<file path="src/rtl/bram_playback_sequencer_if.sv">
// AXIS-style sample stream carrying waveform words from the sequencer to the DAC.
interface bram_playback_sequencer_if #(
  parameter int unsigned DATA_W = 512
);
  logic [DATA_W-1:0] tdata;
  logic              tvalid;
  logic              tready;

  modport master (output tdata, output tvalid, input tready);
  modport slave  (input tdata, input tvalid, output tready);
endinterface

</file>
<file path="src/rtl/bram_playback_sequencer.sv">
// Walks waveform BRAM words from start to stop pointer and streams them out over AXIS,
// one-shot or looped, through a credit-gated FIFO that absorbs read latency and stalls.
module bram_playback_sequencer #(
  parameter int unsigned DATA_W     = 512,
  parameter int unsigned ADDR_W     = 32,
  parameter int unsigned RD_LATENCY = 2,
  parameter int unsigned FIFO_DEPTH = 8
) (
  input  logic                      clk,
  input  logic                      rst,
  input  logic                      enable,
  input  logic                      loop_en,
  input  logic [ADDR_W-1:0]         start_ptr,
  input  logic [ADDR_W-1:0]         stop_ptr,
  output logic                      bram_en,
  output logic [ADDR_W-1:0]         bram_addr,
  input  logic [DATA_W-1:0]         bram_dout,
  bram_playback_sequencer_if.master m_axis,
  output logic                      busy,
  output logic                      cfg_err,
  output logic [15:0]               wrap_count
);

  localparam int unsigned STRIDE  = DATA_W / 8;
  localparam int unsigned ALIGN_W = $clog2(STRIDE);
  localparam int unsigned PTR_W   = (FIFO_DEPTH > 1) ? $clog2(FIFO_DEPTH) : 1;
  localparam int unsigned CNT_W   = $clog2(FIFO_DEPTH + 1);
  localparam int unsigned CRD_W   = $clog2(FIFO_DEPTH + RD_LATENCY + 2);

  typedef enum logic [1:0] {
    IDLE,
    RUN,
    DRAIN
  } state_t;

  state_t state, state_n;

  logic              enable_q;
  logic              loop_q, loop_n;
  logic [ADDR_W-1:0] start_q, start_n;
  logic [ADDR_W-1:0] stop_q, stop_n;
  logic [ADDR_W-1:0] rd_addr, rd_addr_n;
  logic [ADDR_W-1:0] bram_addr_n;
  logic              bram_en_n;
  logic              cfg_err_n;
  logic [15:0]       wrap_n;

  logic [RD_LATENCY-1:0] rd_pipe;
  logic [CRD_W-1:0]      in_flight;
  logic [CRD_W-1:0]      credit_used;

  logic [DATA_W-1:0] fifo_mem [FIFO_DEPTH];
  logic [PTR_W-1:0]  fifo_wr, fifo_rd;
  logic [CNT_W-1:0]  fifo_count;
  logic              push, pop;

  logic start_ok, last_word;

  assign start_ok  = (start_ptr[ALIGN_W-1:0] == '0) && (stop_ptr[ALIGN_W-1:0] == '0)
                     && (stop_ptr > start_ptr);
  assign last_word = (rd_addr == stop_q - ADDR_W'(STRIDE));

  // Reads in flight: the one being presented to the BRAM now plus those still in its pipeline.
  always_comb begin
    in_flight = CRD_W'(bram_en);
    for (int unsigned i = 0; i < RD_LATENCY; i++) begin
      in_flight = in_flight + CRD_W'(rd_pipe[i]);
    end
    credit_used = in_flight + CRD_W'(fifo_count);
  end

  always_comb begin
    state_n     = state;
    start_n     = start_q;
    stop_n      = stop_q;
    loop_n      = loop_q;
    rd_addr_n   = rd_addr;
    bram_en_n   = 1'b0;
    bram_addr_n = bram_addr;
    wrap_n      = wrap_count;
    cfg_err_n   = cfg_err;
    case (state)
      IDLE: begin
        if (enable && !enable_q) begin
          if (start_ok) begin
            start_n   = start_ptr;
            stop_n    = stop_ptr;
            loop_n    = loop_en;
            rd_addr_n = start_ptr;
            cfg_err_n = 1'b0;
            wrap_n    = '0;
            state_n   = RUN;
          end else begin
            cfg_err_n = 1'b1;
          end
        end
      end
      RUN: begin
        if (!enable) begin
          state_n = DRAIN;
        end else if (credit_used < CRD_W'(FIFO_DEPTH)) begin
          bram_en_n   = 1'b1;
          bram_addr_n = rd_addr;
          if (last_word) begin
            if (wrap_count != '1) wrap_n = wrap_count + 16'd1;
            if (loop_q) rd_addr_n = start_q;
            else        state_n   = DRAIN;
          end else begin
            rd_addr_n = rd_addr + ADDR_W'(STRIDE);
          end
        end
      end
      DRAIN: begin
        if (in_flight == '0 && fifo_count == '0) state_n = IDLE;
      end
      default: state_n = IDLE;
    endcase
  end

  always_ff @(posedge clk) begin
    if (rst) begin
      state      <= IDLE;
      enable_q   <= 1'b0;
      start_q    <= '0;
      stop_q     <= '0;
      loop_q     <= 1'b0;
      rd_addr    <= '0;
      bram_en    <= 1'b0;
      bram_addr  <= '0;
      wrap_count <= '0;
      cfg_err    <= 1'b0;
    end else begin
      state      <= state_n;
      enable_q   <= enable;
      start_q    <= start_n;
      stop_q     <= stop_n;
      loop_q     <= loop_n;
      rd_addr    <= rd_addr_n;
      bram_en    <= bram_en_n;
      bram_addr  <= bram_addr_n;
      wrap_count <= wrap_n;
      cfg_err    <= cfg_err_n;
    end
  end

  // rd_pipe[RD_LATENCY-1] marks the cycle in which the matching bram_dout is valid.
  always_ff @(posedge clk) begin
    if (rst) begin
      rd_pipe <= '0;
    end else begin
      rd_pipe[0] <= bram_en;
      for (int unsigned i = 1; i < RD_LATENCY; i++) begin
        rd_pipe[i] <= rd_pipe[i-1];
      end
    end
  end

  assign push = rd_pipe[RD_LATENCY-1];
  assign pop  = m_axis.tvalid && m_axis.tready;

  always_ff @(posedge clk) begin
    if (push) fifo_mem[fifo_wr] <= bram_dout;
  end

  always_ff @(posedge clk) begin
    if (rst) begin
      fifo_wr    <= '0;
      fifo_rd    <= '0;
      fifo_count <= '0;
    end else begin
      if (push) fifo_wr <= (fifo_wr == PTR_W'(FIFO_DEPTH - 1)) ? '0 : fifo_wr + PTR_W'(1);
      if (pop)  fifo_rd <= (fifo_rd == PTR_W'(FIFO_DEPTH - 1)) ? '0 : fifo_rd + PTR_W'(1);
      case ({push, pop})
        2'b10:   fifo_count <= fifo_count + CNT_W'(1);
        2'b01:   fifo_count <= fifo_count - CNT_W'(1);
        default: fifo_count <= fifo_count;
      endcase
    end
  end

  assign m_axis.tvalid = (fifo_count != '0);
  assign m_axis.tdata  = m_axis.tvalid ? fifo_mem[fifo_rd] : '0;
  assign busy          = (state != IDLE);

endmodule

</file>
<file path="src/flat_wrapper.sv">
// flat-port wrapper written by rule: the top's interface ports become plain ports
module bram_playback_sequencer_flat 
#(
  parameter int unsigned DATA_W     = 512,
  parameter int unsigned ADDR_W     = 32,
  parameter int unsigned RD_LATENCY = 2,
  parameter int unsigned FIFO_DEPTH = 8
)
  (clk, rst, enable, loop_en, start_ptr, stop_ptr, bram_en, bram_addr, bram_dout, busy, cfg_err, wrap_count, m_axis_tdata, m_axis_tvalid, m_axis_tready);
  bram_playback_sequencer_if #(.DATA_W(DATA_W)) m_axis_i ();
  input  logic clk;
  input  logic rst;
  input  logic enable;
  input  logic loop_en;
  input  logic [ADDR_W-1:0] start_ptr;
  input  logic [ADDR_W-1:0] stop_ptr;
  output logic bram_en;
  output logic [ADDR_W-1:0] bram_addr;
  input  logic [DATA_W-1:0] bram_dout;
  output logic busy;
  output logic cfg_err;
  output logic [15:0] wrap_count;
  output wire logic [$bits(m_axis_i.tdata)-1:0] m_axis_tdata;
  output wire logic [$bits(m_axis_i.tvalid)-1:0] m_axis_tvalid;
  input wire logic [$bits(m_axis_i.tready)-1:0] m_axis_tready;
  assign m_axis_tdata = m_axis_i.tdata;
  assign m_axis_tvalid = m_axis_i.tvalid;
  assign m_axis_i.tready = m_axis_tready;
  bram_playback_sequencer #(.DATA_W(DATA_W), .ADDR_W(ADDR_W), .RD_LATENCY(RD_LATENCY), .FIFO_DEPTH(FIFO_DEPTH)) u_core (.clk(clk), .rst(rst), .enable(enable), .loop_en(loop_en), .start_ptr(start_ptr), .stop_ptr(stop_ptr), .bram_en(bram_en), .bram_addr(bram_addr), .bram_dout(bram_dout), .m_axis(m_axis_i), .busy(busy), .cfg_err(cfg_err), .wrap_count(wrap_count));
endmodule
</file>
<file path="config.mk">
export PLATFORM = sky130hd
export DESIGN_NAME = bram_playback_sequencer_flat
export DESIGN_NICKNAME = d
export VERILOG_FILES = /design/src/rtl/bram_playback_sequencer_if.sv /design/src/rtl/bram_playback_sequencer.sv /design/src/flat_wrapper.sv
export SDC_FILE = /design/constraint.sdc
export NUM_CORES = 2
export LEC_CHECK = 0
export ABC_AREA = 1
export CAP_MARGIN = 25
export CORE_MARGIN = 10
export CORE_UTILIZATION = 29
export CTS_BUF_LIST = sky130_fd_sc_hd__clkbuf_16
export CTS_CLUSTER_SIZE = 24
export DETAILED_ROUTE_END_ITERATION = 6
export PLACE_DENSITY = 0.54
export REMOVE_ABC_BUFFERS = 1
export SYNTH_ARGS = -nofsm -noshare
export SYNTH_HDL_FRONTEND = slang
export SYNTH_SLANG_ARGS = --single-unit
export TNS_END_PERCENT = 30
</file>
<file path="constraint.sdc">
create_clock -name clk -period 25.3 [get_ports clk]
set_input_delay 2.53 -clock clk [delete_from_list [all_inputs] [get_ports clk]]
set_output_delay 2.53 -clock clk [all_outputs]
set_load 0.02 [all_outputs]
</file>
==> key figures <==
Finish
  – Share of layout cells above drive strength 1: 5.87%
  – Fin util: 35.0%
  – Post-Layout Cell Count: ~22000
  – Area grow syn2layout: 20.3%
  – Final net count: 14600

Timing
  – Worst slew pin tran: 1.23 ns
  – Max Slew Vio Count: 0
  – Final worst path period need: 9.94 ns
  – Final setup TNS: 0 ns
  – Final Hold Vio Count: 0
  – Fmax: ~100 MHz
  – RSZ-0062 raised after global routing: false
  – Relative slew slack: between 10% and 20%
  – Clock skew: 0.0673 ns
  – Count of final setup violators: 0
  – Final Cycle Share: 39.3%
  – Fin Hold WS: 0.440 ns

CTS
  – Post-CTS sizing: 0
  – Clock sinks: 4261
  – Postcts setup bufs: 0
  – Max clock buf depth: 4
  – Inserted Clock Buffers: 452
  – Worst skew pair latency: 0.99 ns
  – # H-tree levels: 5
  – # hold bufs at CTS: 0
  – CTS Root Cell: clkbuf_16
  – Clock transition at path regs: 0.06 ns
  – CTS tree: built

Logic synthesis
  – Largest family of logic cells by synthesized area: compound AO/OA/AOI/OAI gates
  – Synth Area per Inst: 12.8 um^2
  – Ys flop type: edfxtp_1
  – XOR/XNOR Fraction of Synth Area: less than 1%
  – Post-Synth Simple-Gate Area: 8.90%
  – Synth Area in Adders: 0.377%
  – Flops & latches, synth: around 4300
  – Post-Synthesis Cells: 13100
  – Synth Area in Compound Gates: 12.1%
  – Mapped Area: 167000 um^2
  – Yosys cell types: 41
  – Asr flop ratio synth: 0%
  – Post-synthesis mux area share: 0%
  – Yosys warns: 0
  – Post-synth EDFFs: 4096
  – Seq/Total Area, Yosys: 75.8%

Placement
  – HPWL Detailed: 291 mm
  – Placed cells: 21000
  – I/O Buffers: 1144
  – RePlAce Congestion: 0.856

Setup path
  – Worst setup SP type: flop
  – CP Capture Type: output pin
  – Worst-path maximum fanout: 227
  – Critical Path RT: 22.77 ns
  – Worst setup path class: flop to output pin
  – CP arrival: approximately 7.4 ns

Floorplanning
  – Row count: between 200 and 300
  – Chip height: 778 um
  – Die footprint: 605000 um^2
  – Effective utilization at floorplan: 29.1%
  – I/O pins: 1145
  – Die W: 778 um
  – Core area: between 500000 and 600000 um^2

Pwr
  – Peak supply drop: ~0.12 mV
  – P_leak: 64.4 nW
  – P per Cell Area: roughly 110 nW/um^2
  – Total power: roughly 22 mW

Drt
  – DRC: 1
  – Number of DRC markers in iteration 0: between 8000 and 9000
  – Via count: 108000
  – Post-route ant nets: 0
  – Drt pass-1 iters: 7
  – Via/cell ratio: about 4.9
  – Drt total wl: 509 mm
  – DR WL/cell: 23.2 um

Global routing
  – Antenna violations before repair: slightly above 200
  – Vias in the first global route: 102000
  – Largest net degree at the start of global routing: approximately 230
  – First-pass GRT wire length: about 730 mm
  – Total GRT Usage: 15.9%
  – Grt ovf: 0

Flow run
  – Max-cap check violation count: 0

Outcome
  – Status: complete, but fails checks
  – Failing checks: design-rule violations

Min path
  – HP Class: flop to flop
[flip-flops by register name, summed over array words and instances (netlist names), named ones only]
| signal | count |
|---|---|
| u_core.loop_q | 1 |
| u_core.enable_q | 1 |
| u_core.cfg_err | 1 |
| u_core.wrap_count | 16 |
| u_core.bram_en | 1 |
| u_core.state | 2 |
| u_core.bram_addr | 32 |
| u_core.start_q | 32 |
| u_core.rd_addr | 32 |
| u_core.rd_pipe | 2 |
| u_core.fifo_mem | 4096 |
| u_core.stop_q | 32 |
| u_core.fifo_count | 4 |
| u_core.fifo_rd | 3 |
| u_core.fifo_wr | 3 |
[per-stage QoR]
stage,cell area [um^2],setup WS (ns)
2_1_floorplan,163000,-80.24
3_5_place_dp,186000,15.62
4_1_cts,200000,14.48
5_1_grt,200000,14.81
3_3_place_gp,186000,15.59
6_report,200000,15.36
[final timing paths]
path                                         from                       to  slack, ns  cells after the start
worst max-delay path                         flop        m_axis_tdata[287]      15.36                     11
worst min-delay path            u_core.start_q[5]        u_core.start_q[5]       0.44                      2
worst max register to register  u_core.rd_pipe[1]  u_core.fifo_mem[6][358]      19.49                      7
worst min register to register  u_core.start_q[5]        u_core.start_q[5]       0.44                      2
[where the power goes]
part | internal [mW] | switching [mW]
combinational | 2.46 | 5.31
clock | 3.58 | 2.79
sequential | 7.73 | 0.0439
[synth_stat cells, types with 4 or more instances]
cell type / number / area share, %
inv_1: 128 / 0.29
nor2_4: 5 / 0.034
nor2_1: 3275 / 7.4
nor4_1: 10 / 0.038
ha_1: 47 / 0.35
edfxtp_1: 4096 / 74
nand3b_1: 5 / 0.023
dfxtp_1: 165 / 2.0
buf_2: 24 / 0.072
xor2_1: 54 / 0.28
nor3_1: 8 / 0.024
nand2_1: 344 / 0.77
clkbuf_1: 843 / 1.9
a31oi_1: 513 / 1.9
buf_1: 51 / 0.11
o21ai_0: 2614 / 7.9
xnor2_1: 17 / 0.089
nand4_1: 41 / 0.15
nand2_2: 4 / 0.015
nand3_1: 140 / 0.42
o22ai_1: 512 / 1.9
buf_6: 5 / 0.034
a21oi_1: 128 / 0.38
[kinds of logic (layout without fill, tap and decap cells)]
logic type | count (synthesis) | in the layout
AND/OR/NAND/NOR | 3839 | 3839
buffers and inverters | 1057 | 2305
other | 0 | 68
adder cells (fa/ha/maj) | 49 | 49
XOR/XNOR | 71 | 71
AO/OA/AOI/OAI | 3776 | 3776
flip-flops | 4261 | 4261
[metal layers]
layer / vias to the layer above / wire length (um) / global-route usage (%)
met3: 893 / 41100 / 4.26
met1: 53700 / 218000 / 21.2
li1: 49800 / - / -
met5: - / 796 / 0
met4: 130 / 14800 / 4.75
met2: 3336 / 235000 / 25.3
[placed cells by master, fill, tap and decap left out, types with 3 or more instances in the layout]
cell             count
nor3_1               8
dfxtp_1            162
inv_8                7
nand3_1            139
nand3b_1             5
clkdlybuf4s50_1   1143
nor2_1            3265
buf_4              188
o21ai_0           2614
clkinv_8             3
a31oi_1            513
nor2_4              14
nand2_1            344
nand2_2              4
clkinv_4             5
ha_1                47
buf_16               6
inv_6               11
clkinv_2            56
clkbuf_16          455
a21oi_1            128
xor2_1              53
clkinvlp_4          14
xnor2_1             17
edfxtp_1          4096
buf_12              16
nor4_1              10
nand4_1             41
clkinv_16           15
dfxtp_4              3
bufinv_16           31
diode_2             68
o22ai_1            512
clkinv_1           105
inv_1              246
[area by class of cell]
type	instances	area (um^2)
fill	55600	372000
sequential	4261	126000
multi-input combinational	7735	36400
timing repair buffer	1354	13300
clock buffer	455	11400
tap	7560	9460
clock inverter	364	2860
inverter	132	527
antenna	68	170
[critical path: stages, from the launching register on]
cell             delay [ns]
dfxtp_4                0.57
inv_8                  0.60
buf_4                  0.56
buf_12                 0.52
buf_4                  0.36
buf_4                  0.78
buf_4                  0.86
o21ai_0                0.16
o22ai_1                0.14
o21ai_0                0.09
a31oi_1                0.45
clkdlybuf4s50_1        0.71
Note: power is estimated with default switching activity, not from simulation.
